<file path="src/rtl/step_countdown_timer_pkg.sv">
// Shared types and helpers for the step countdown timer.
package step_countdown_timer_pkg;

  typedef enum logic [0:0] {
    StIdle,
    StRun
  } timer_state_e;

  // Size of one decrement step for a given shift.
  function automatic int unsigned step_of(input int unsigned shift);
    return 32'd1 << shift;
  endfunction

endpackage

</file>
<file path="src/rtl/step_countdown_timer_decrementer.sv">
// Combinational decrement by 2**STEP_SHIFT; bits below STEP_SHIFT pass through untouched.
module step_countdown_timer_decrementer #(
  parameter int WIDTH      = 8,
  parameter int STEP_SHIFT = 0
) (
  input  logic [WIDTH-1:0] data_i,
  output logic [WIDTH-1:0] data_o
);

  logic borrow;

  // Ripple borrow: a bit flips when every upper-field bit below it is zero.
  always_comb begin
    data_o = data_i;
    borrow = 1'b1;
    for (int i = STEP_SHIFT; i < WIDTH; i++) begin
      data_o[i] = data_i[i] ^ borrow;
      borrow    = borrow & ~data_i[i];
    end
  end

endmodule

</file>
<file path="src/rtl/step_countdown_timer.sv">
// Loadable countdown timer stepping down by 2**STEP_SHIFT per enabled cycle.
module step_countdown_timer
  import step_countdown_timer_pkg::*;
#(
  parameter int WIDTH      = 8,
  parameter int STEP_SHIFT = 0
) (
  input  logic             clk_i,
  input  logic             rst_i,
  input  logic             load_valid_i,
  output logic             load_ready_o,
  input  logic [WIDTH-1:0] load_value_i,
  input  logic             enable_i,
  input  logic             abort_i,
  output logic [WIDTH-1:0] count_o,
  output logic             busy_o,
  output logic             done_o
);

  localparam int unsigned Step = step_of(STEP_SHIFT);

  if (WIDTH < 2 || STEP_SHIFT < 0 || STEP_SHIFT >= WIDTH) begin : g_param_check
    $error("step_countdown_timer: need WIDTH >= 2 and 0 <= STEP_SHIFT < WIDTH");
  end

  timer_state_e     state_q, state_d;
  logic [WIDTH-1:0] count_q, count_d;
  logic             done_q, done_d;
  logic             busy_q, busy_d;
  logic [WIDTH-1:0] dec_count;

  step_countdown_timer_decrementer #(
    .WIDTH      (WIDTH),
    .STEP_SHIFT (STEP_SHIFT)
  ) u_dec (
    .data_i (count_q),
    .data_o (dec_count)
  );

  // Next-state: load in idle, decrement/abort in run, done pulse on reaching hi == 0.
  always_comb begin
    state_d = state_q;
    count_d = count_q;
    done_d  = 1'b0;
    unique case (state_q)
      StIdle: begin
        if (load_valid_i) begin
          count_d = load_value_i;
          if (load_value_i[WIDTH-1:STEP_SHIFT] != '0) begin
            state_d = StRun;
          end else begin
            done_d = 1'b1;
          end
        end
      end
      StRun: begin
        if (abort_i) begin
          state_d = StIdle;
        end else if (enable_i) begin
          count_d = dec_count;
          if (dec_count[WIDTH-1:STEP_SHIFT] == '0) begin
            state_d = StIdle;
            done_d  = 1'b1;
          end
        end
      end
      default: state_d = StIdle;
    endcase
    busy_d = (state_d == StRun);
  end

  // State, count and registered status outputs.
  always_ff @(posedge clk_i or posedge rst_i) begin
    if (rst_i) begin
      state_q <= StIdle;
      count_q <= '0;
      done_q  <= 1'b0;
      busy_q  <= 1'b0;
    end else begin
      state_q <= state_d;
      count_q <= count_d;
      done_q  <= done_d;
      busy_q  <= busy_d;
    end
  end

  assign load_ready_o = (state_q == StIdle);
  assign count_o      = count_q;
  assign busy_o       = busy_q;
  assign done_o       = done_q;

  // RUN always leaves at hi == 0, so the decrementer never wraps while in use.
  a_no_wrap: assert property (@(posedge clk_i) disable iff (rst_i)
    (state_q == StRun && enable_i && !abort_i) |-> (count_q[WIDTH-1:STEP_SHIFT] != '0));

  a_dec_step: assert property (@(posedge clk_i) disable iff (rst_i)
    dec_count == count_q - WIDTH'(Step));

endmodule

</file>
<file path="config.mk">
export PLATFORM = sky130hd
export DESIGN_NAME = step_countdown_timer
export DESIGN_NICKNAME = d
export VERILOG_FILES = /design/src/rtl/step_countdown_timer_pkg.sv /design/src/rtl/step_countdown_timer_decrementer.sv /design/src/rtl/step_countdown_timer.sv
export SDC_FILE = /design/constraint.sdc
export NUM_CORES = 1
export LEC_CHECK = 0
export ABC_AREA = 0
export CORE_AREA = 2 2 44 46
export DETAILED_ROUTE_END_ITERATION = 8
export DIE_AREA = 0 0 46 48
export PLACE_DENSITY = 0.78
export SYNTH_ARGS = -nofsm -noshare
export SYNTH_HDL_FRONTEND = slang
export SYNTH_SLANG_ARGS = --single-unit
</file>
<file path="constraint.sdc">
create_clock -name clk_i -period 2.5 [get_ports clk_i]
set_input_delay 0.25 -clock clk_i [delete_from_list [all_inputs] [get_ports clk_i]]
set_output_delay 0.25 -clock clk_i [all_outputs]
set_load 0.005 [all_outputs]
</file>
# Word level (Yosys, flattened, before mapping)
# Index checks and enable logic that the tools add are counted.
# word_totals
out_inout_bits	11
wordCells	46
in_bits	13
reg_bits	10
# classes
n_bitwise	21
reduce_logical	3
muxes	16
eq_ne	3
# ops
op	count
$mux W8	3
$pmux W8 S2	1
$mux W1	10
$logic_not A8 Y1	1
$not A1 Y1	8
$reduce_bool A8 Y1	1
$xor A1 B1 Y1	7
$and A1 B1 Y1	6
$ne A2 B2 Y1 const B	3
$pmux W1 S2	2
$reduce_and A3 Y1	1

# Depth between registers and ports, before layout
# Gate-level depths: netlist (run 1).
# depth
depth_word	13
mapped_depth	10
depth_no_buf	10

# Cells and area by module
# Synthesis (run 1) repeated with hierarchy kept, for this count alone.
# unflattened
hier_cells	62
area_unflattened_um2	713.2
# by_module_without_submodules
module	seq_area_each_um2	n_inst	area_per_inst_um2	cells_per_inst
step_countdown_timer	250.2	1	580.6	42
step_countdown_timer_decrementer	0.0	1	132.6	20

# Least setup slack after synthesis (run 1)
# Ideal clock, no wire load.
# synth_path
kind	register -> register
startpoint	reg count_q[0] (netlist: count_o[0])
endpoint	reg done_q (netlist: done_o)
arrival_ns	2.180
slack_ns	0.237
synth_period_minus_slack_ns	2.263
required_ns	2.417
setup_ns	0.083
path_stages_with_launch	11
path_cell_list	dfrtp_1 -> inv_1 -> ha_1 -> ha_1 -> ha_1 -> ha_1 -> ha_1 -> ha_1 -> xor2_1 -> or4_1 -> o21ai_0
# synth_via
elab_chain_cells	13
# synth_lines
element	line	text
start, declared	step_countdown_timer.sv:27	logic [WIDTH-1:0] count_q, count_d;
start signal, assigned	step_countdown_timer.sv:81	count_q <= count_d;
$not A1 Y1 (*)	step_countdown_timer_decrementer.sv:18	borrow = borrow & ~data_i[i];
$and A1 B1 Y1 (6 in series)	step_countdown_timer_decrementer.sv:18	
$xor A1 B1 Y1	step_countdown_timer_decrementer.sv:17	data_o[i] = data_i[i] ^ borrow;
$logic_not A8 Y1 (*)	step_countdown_timer.sv:61	if (dec_count[WIDTH-1:STEP_SHIFT] == '0) begin
$mux W1 (*)	step_countdown_timer.sv:61	
$mux W1 (*)	step_countdown_timer.sv:59	end else if (enable_i) begin
$mux W1 (*)	step_countdown_timer.sv:57	if (abort_i) begin
$pmux W1 S2 (*)	step_countdown_timer.sv:45	unique case (state_q)
net done_d	step_countdown_timer.sv:28	logic done_q, done_d;
end signal, assigned	step_countdown_timer.sv:82	done_q <= done_d;
end, declared	step_countdown_timer.sv:28	
# Mark *: on every way through the listed nets, which the timed path passes. The rest lies on a longest branch.
# A chain may end at the register's enable or synchronous reset.

# Worst setup path after layout (run 1)
# layout_path
startpoint	reg count_q[1] (netlist: count_o[1])
endpoint	reg done_q (netlist: done_o)
# layout_via
elab_chain_cells	13
# layout_lines
element	line
$not A1 Y1	step_countdown_timer_decrementer.sv:18
$and A1 B1 Y1 (6 in series)	step_countdown_timer_decrementer.sv:18
$xor A1 B1 Y1	step_countdown_timer_decrementer.sv:17
$logic_not A8 Y1 (*)	step_countdown_timer.sv:61
$mux W1 (*)	step_countdown_timer.sv:61
$mux W1 (*)	step_countdown_timer.sv:59
$mux W1 (*)	step_countdown_timer.sv:57
$pmux W1 S2 (*)	step_countdown_timer.sv:45
net done_d	step_countdown_timer.sv:28
# Marks and branches as above.

==> impl_metrics.sql, run 1 <==
INSERT INTO impl_metrics (metric_group, metric, value, unit) VALUES
('outcome', 'run_status', 'complete, no violations', ''),
('layout', 'diodes', '0', ''),
('hold_path', 'min_path_type', 'input port to async pin', ''),
('clocking', 'max_root_sink_buffers', '2', ''),
('pwr', 'p_leak', '0.4307', 'nW'),
('timing', 'finalCritPeriodShare', '92.81', '%'),
('clocking', 'path_clk_slew', '0.08', 'ns'),
('synth', 'synth_compound_area_share', '11.91', '%'),
('synth', 'synth-seq-area-share', '39.06', '%'),
('drt', 'wl_per_cell', '13.95', 'um'),
('pwr', 'post-layout-total-power', '0.8904', 'mW'),
('timing', 'period_needed', '2.320', 'ns'),
('drt', 'avgViaCountPerCell', '5.423', ''),
('clocking', 'clock_tree.htree_level_count', '1', ''),
('floorplan', 'die_x', '46', 'um'),
('setup_path', 'cp.arrival', '2.52', 'ns'),
('setup_path', 'crit_slowest_cell', 'sky130_fd_sc_hd__or4_1', ''),
('floorplan', 'die_area', '2208', 'sq um'),
('global_routing', 'via_count_of_the_first_global_routing_pass', '545', ''),
('setup_path', 'critical-path-top-cell-by-count', 'sky130_fd_sc_hd__ha_1', ''),
('setup_path', 'worstPathMaxFanout', '3', ''),
('synth', 'synthXorXnorAreaFrac', '1.367', '%'),
('timing', 'hold_viol', '0', ''),
('timing', 'finalClockSkew', '0.003227', 'ns'),
('synth', 'synth_seq_cells', '10', ''),
('layout', 'layout_area_growth_over_synthesis', '45.51', '%'),
('synth', 'syn-num-nets', '87', ''),
('setup_path', 'kind_of_start_point_of_the_critical_path', 'flip-flop', ''),
('setup_path', 'rr_startpoint', 'count_o[1]', ''),
('placed_design', 'place_congestion', '0.7708', ''),
('clocking', 'clkLatencyLatePin', '0.27', 'ns'),
('clocking', 'clkSinkCount', '10', ''),
('drt', 'drtIter0Drc', '16', ''),
('setup_path', 'slowest_stage_delay_cp', '0.46', 'ns'),
('global_routing', 'grt_overflow_total', '0', ''),
('synth', 'dominant_combinational_cell_family_by_area_after_synthesis', 'simple AND/OR/NAND/NOR gates', ''),
('pwr', 'power.density_cell_area', '955.2', 'nW/um^2'),
('drt', 'antenna_violating_nets_post_route', '0', ''),
('setup_path', 'setup.reg_to_reg.worst_slack', '0.18', 'ns'),
('drt', 'vias', '602', ''),
('global_routing', 'number_of_antenna_violations_at_the_first_check_in_global_routing', '0', ''),
('clocking', 'cts.root.buffer_cell', 'sky130_fd_sc_hd__clkbuf_4', ''),
('global_routing', 'globalRouteTotalUtil', '16.38', '%'),
('clocking', 'cts_tree', 'done', ''),
('layout', 'multiInputGateArea', '352.8', 'sq um'),
('timing', 'timing.final.setup_violations', '0', ''),
('placed_design', 'detailedPlacementHpwl', '1169', 'um'),
('setup_path', 'capturing_element_type_of_the_critical_path', 'flip-flop', ''),
('floorplan', 'row_count', '15', ''),
('setup_path', 'reg2regPathDepth', '10', ''),
('timing', 'timing.slew.headroom', '71.06', '%'),
('clocking', 'cts_bufs_inserted', '3', ''),
('setup_path', 'worstSetupStartpoint', 'count_o[1]', ''),
('layout', 'final_nets', '115', ''),
('drt', 'firstDrtPassIters', '4', ''),
('synth', 'synth_mux_area_share', '10.94', '%'),
('drt', 'post-route-drc-count', '0', ''),
('synth', 'synth-simple-area-share', '17.19', '%'),
('floorplan', 'io_pins', '24', ''),
('run', 'max_cap_violations', '0', ''),
('setup_path', 'regToRegEndpoint', 'done_o', ''),
('timing', 'setup_total_negative_slack', '0', 'ns'),
('placed_design', 'port-buffer-count', '23', ''),
('layout', 'fillers', '148', ''),
('layout', 'register_area', '250.2', 'sq um'),
('setup_path', 'crit_end', 'done_o', ''),
('synth', 'syn_area_per_cell', '9.561', 'sq um'),
('timing', 'timing.fmax', '431.0', 'MHz'),
('synth', 'ys.warnings.count', '0', ''),
('setup_path', 'crit_chain', 'inv_1 -> ha_1 -> ha_1 -> ha_1 -> ha_1 -> ha_1 -> ha_1 -> xor2_1 -> or4_1 -> o21ai_0', ''),
('timing', 'grt_setup_unrepaired', 'no', '');
## worst max-delay path, delay by kind of cell (launching register included)
kind                     cells  cell delay, ns
XOR/XNOR                     1            0.16
flip-flops                   1            0.35
AO/OA/AOI/OAI                1            0.08
buffers and inverters        1            0.07
adder cells (fa/ha/maj)      6            1.13
AND/OR/NAND/NOR              1            0.46
## what timing repair did
item                                    CTS  global route
resized for setup                         0             0
endpoints found under the setup margin    0             1
hold buffers                              0             0
buffers inserted                          0             1
## final cells by class
type	count	share of cell area [%]
repair buffers	24	25.50
inverters	9	3.624
well taps	17	2.282
clock buffers	4	3.893
flip-flops and latches	10	26.85
multi-input cells	47	37.85
## power by group
group | total [mW] | internal [mW] | switching (mW) | leakage (nW)
clock network | 0.156 | 0.0886 | 0.0677 | 0.0210
registers | 0.273 | 0.227 | 0.0461 | 0.120
logic | 0.461 | 0.259 | 0.202 | 0.290
## layer usage
metal  GRT usage [%]  up-vias  wire length (um)  share of wire, %
li1                -      288                 -                 -
met1           19.72      288               684                44
met2           27.22       24               744                48
met3           2.642        2                94               6.1
met4           10.29        0                25               1.6
met5               0        -                 0                 0
## registers in the layout, indices dropped and copies added, names as in the netlist
name and cells:
count_o 8, busy_o 1, done_o 1
## synthesized netlist by cell type
| master | instances | area [sq um] |
|---|---|---|
| sky130_fd_sc_hd__a21o_1 | 1 | 7.510 |
| sky130_fd_sc_hd__a21oi_1 | 5 | 25.02 |
| sky130_fd_sc_hd__a2bb2oi_1 | 1 | 8.760 |
| sky130_fd_sc_hd__clkbuf_1 | 1 | 3.750 |
| sky130_fd_sc_hd__dfrtp_1 | 10 | 250.2 |
| sky130_fd_sc_hd__ha_1 | 7 | 87.58 |
| sky130_fd_sc_hd__inv_1 | 9 | 33.78 |
| sky130_fd_sc_hd__mux2i_1 | 7 | 70.07 |
| sky130_fd_sc_hd__nand2_1 | 3 | 11.26 |
| sky130_fd_sc_hd__nand2_2 | 1 | 6.260 |
| sky130_fd_sc_hd__nand2b_1 | 2 | 12.51 |
| sky130_fd_sc_hd__nand3_1 | 2 | 10.01 |
| sky130_fd_sc_hd__nand3b_1 | 1 | 7.510 |
| sky130_fd_sc_hd__nand4_1 | 1 | 6.260 |
| sky130_fd_sc_hd__nor2b_1 | 5 | 31.28 |
| sky130_fd_sc_hd__nor3_1 | 1 | 5.000 |
| sky130_fd_sc_hd__nor4_1 | 2 | 12.51 |
| sky130_fd_sc_hd__o21ai_0 | 5 | 25.02 |
| sky130_fd_sc_hd__o2bb2a_1 | 1 | 10.01 |
| sky130_fd_sc_hd__or4_1 | 1 | 7.510 |
| sky130_fd_sc_hd__xor2_1 | 1 | 8.760 |
## cell usage in the layout, fill, tap and decap left out
| cell type | n |
|---|---|
| sky130_fd_sc_hd__a2bb2oi_1 | 1 |
| sky130_fd_sc_hd__nor3_1 | 1 |
| sky130_fd_sc_hd__a21oi_1 | 5 |
| sky130_fd_sc_hd__nand2b_1 | 2 |
| sky130_fd_sc_hd__buf_4 | 1 |
| sky130_fd_sc_hd__or4_1 | 1 |
| sky130_fd_sc_hd__nand3b_1 | 1 |
| sky130_fd_sc_hd__nor4_1 | 2 |
| sky130_fd_sc_hd__a21o_1 | 1 |
| sky130_fd_sc_hd__o2bb2a_1 | 1 |
| sky130_fd_sc_hd__nand2_2 | 1 |
| sky130_fd_sc_hd__nand2_1 | 3 |
| sky130_fd_sc_hd__ha_1 | 7 |
| sky130_fd_sc_hd__dfrtp_1 | 10 |
| sky130_fd_sc_hd__xor2_1 | 1 |
| sky130_fd_sc_hd__inv_1 | 9 |
| sky130_fd_sc_hd__o21ai_0 | 5 |
| sky130_fd_sc_hd__mux2i_1 | 7 |
| sky130_fd_sc_hd__clkbuf_8 | 1 |
| sky130_fd_sc_hd__nand4_1 | 1 |
| sky130_fd_sc_hd__nor2b_1 | 5 |
| sky130_fd_sc_hd__clkdlybuf4s50_1 | 23 |
| sky130_fd_sc_hd__clkbuf_4 | 3 |
| sky130_fd_sc_hd__nand3_1 | 2 |
## worst min path at each step
stage               startpoint          to  slack, ns  cells past startpoint
floorplan                rst_i      busy_o       0.09                      1
global placement    count_o[5]  count_o[5]       0.53                      2
detailed placement  count_o[4]  count_o[4]       0.54                      2
CTS                      rst_i  count_o[5]       0.28                      2
global route             rst_i  count_o[5]       0.31                      2
finish                   rst_i  count_o[3]       0.25                      2
## per-stage QoR
step | area, sq um | hold slack (ns) | std cells | setup WS (ns)
final | 932.1 | 0.2534 | 111 | 0.1796
after floorplan | 640.6 | 0.09018 | 67 | 0.2374
after CTS | 924.6 | 0.2774 | 110 | 0.1228
after global placement | 888.4 | 0.5290 | 106 | 0.1825
after detailed placement | 888.4 | 0.5353 | 106 | 0.1284
after global routing | 932.1 | 0.3108 | 111 | 0.05898
## cell families after synthesis
family                   Yosys count
AND/OR/NAND/NOR                   19
AO/OA/AOI/OAI                     13
flip-flops                        10
buffers and inverters             10
multiplexers                       7
XOR/XNOR                           1
adder cells (fa/ha/maj)            7
(Power assumes the default switching activity.)
==> run 2: changes to the inputs <==
--- a/config.mk
+++ b/config.mk
@@ -7,9 +7,11 @@
 export LEC_CHECK = 0
 export ABC_AREA = 0
 export CORE_AREA = 2 2 44 46
+export CTS_CLUSTER_DIAMETER = 200
 export DETAILED_ROUTE_END_ITERATION = 8
 export DIE_AREA = 0 0 46 48
 export PLACE_DENSITY = 0.78
+export SLEW_MARGIN = 10
 export SYNTH_ARGS = -nofsm -noshare
 export SYNTH_HDL_FRONTEND = slang
 export SYNTH_SLANG_ARGS = --single-unit
==> results of run 2 <==
Final layout, timing and power as in run 1 (identical DEF).
==> run 3: changes to the inputs <==
--- a/config.mk
+++ b/config.mk
@@ -6,10 +6,12 @@
 export NUM_CORES = 1
 export LEC_CHECK = 0
 export ABC_AREA = 0
+export CAP_MARGIN = 5
 export CORE_AREA = 2 2 44 46
 export CTS_CLUSTER_DIAMETER = 200
 export DETAILED_ROUTE_END_ITERATION = 8
 export DIE_AREA = 0 0 46 48
+export MAX_ROUTING_LAYER = met4
 export PLACE_DENSITY = 0.78
 export SLEW_MARGIN = 10
 export SYNTH_ARGS = -nofsm -noshare
==> results of run 3 <==
Final layout, timing and power as in run 1 (identical DEF).
Among the figures that moved: final weighted congestion in routability-driven placement 0.7708 -> 0.7812; overall routing resource usage 16.38% -> 16.91%
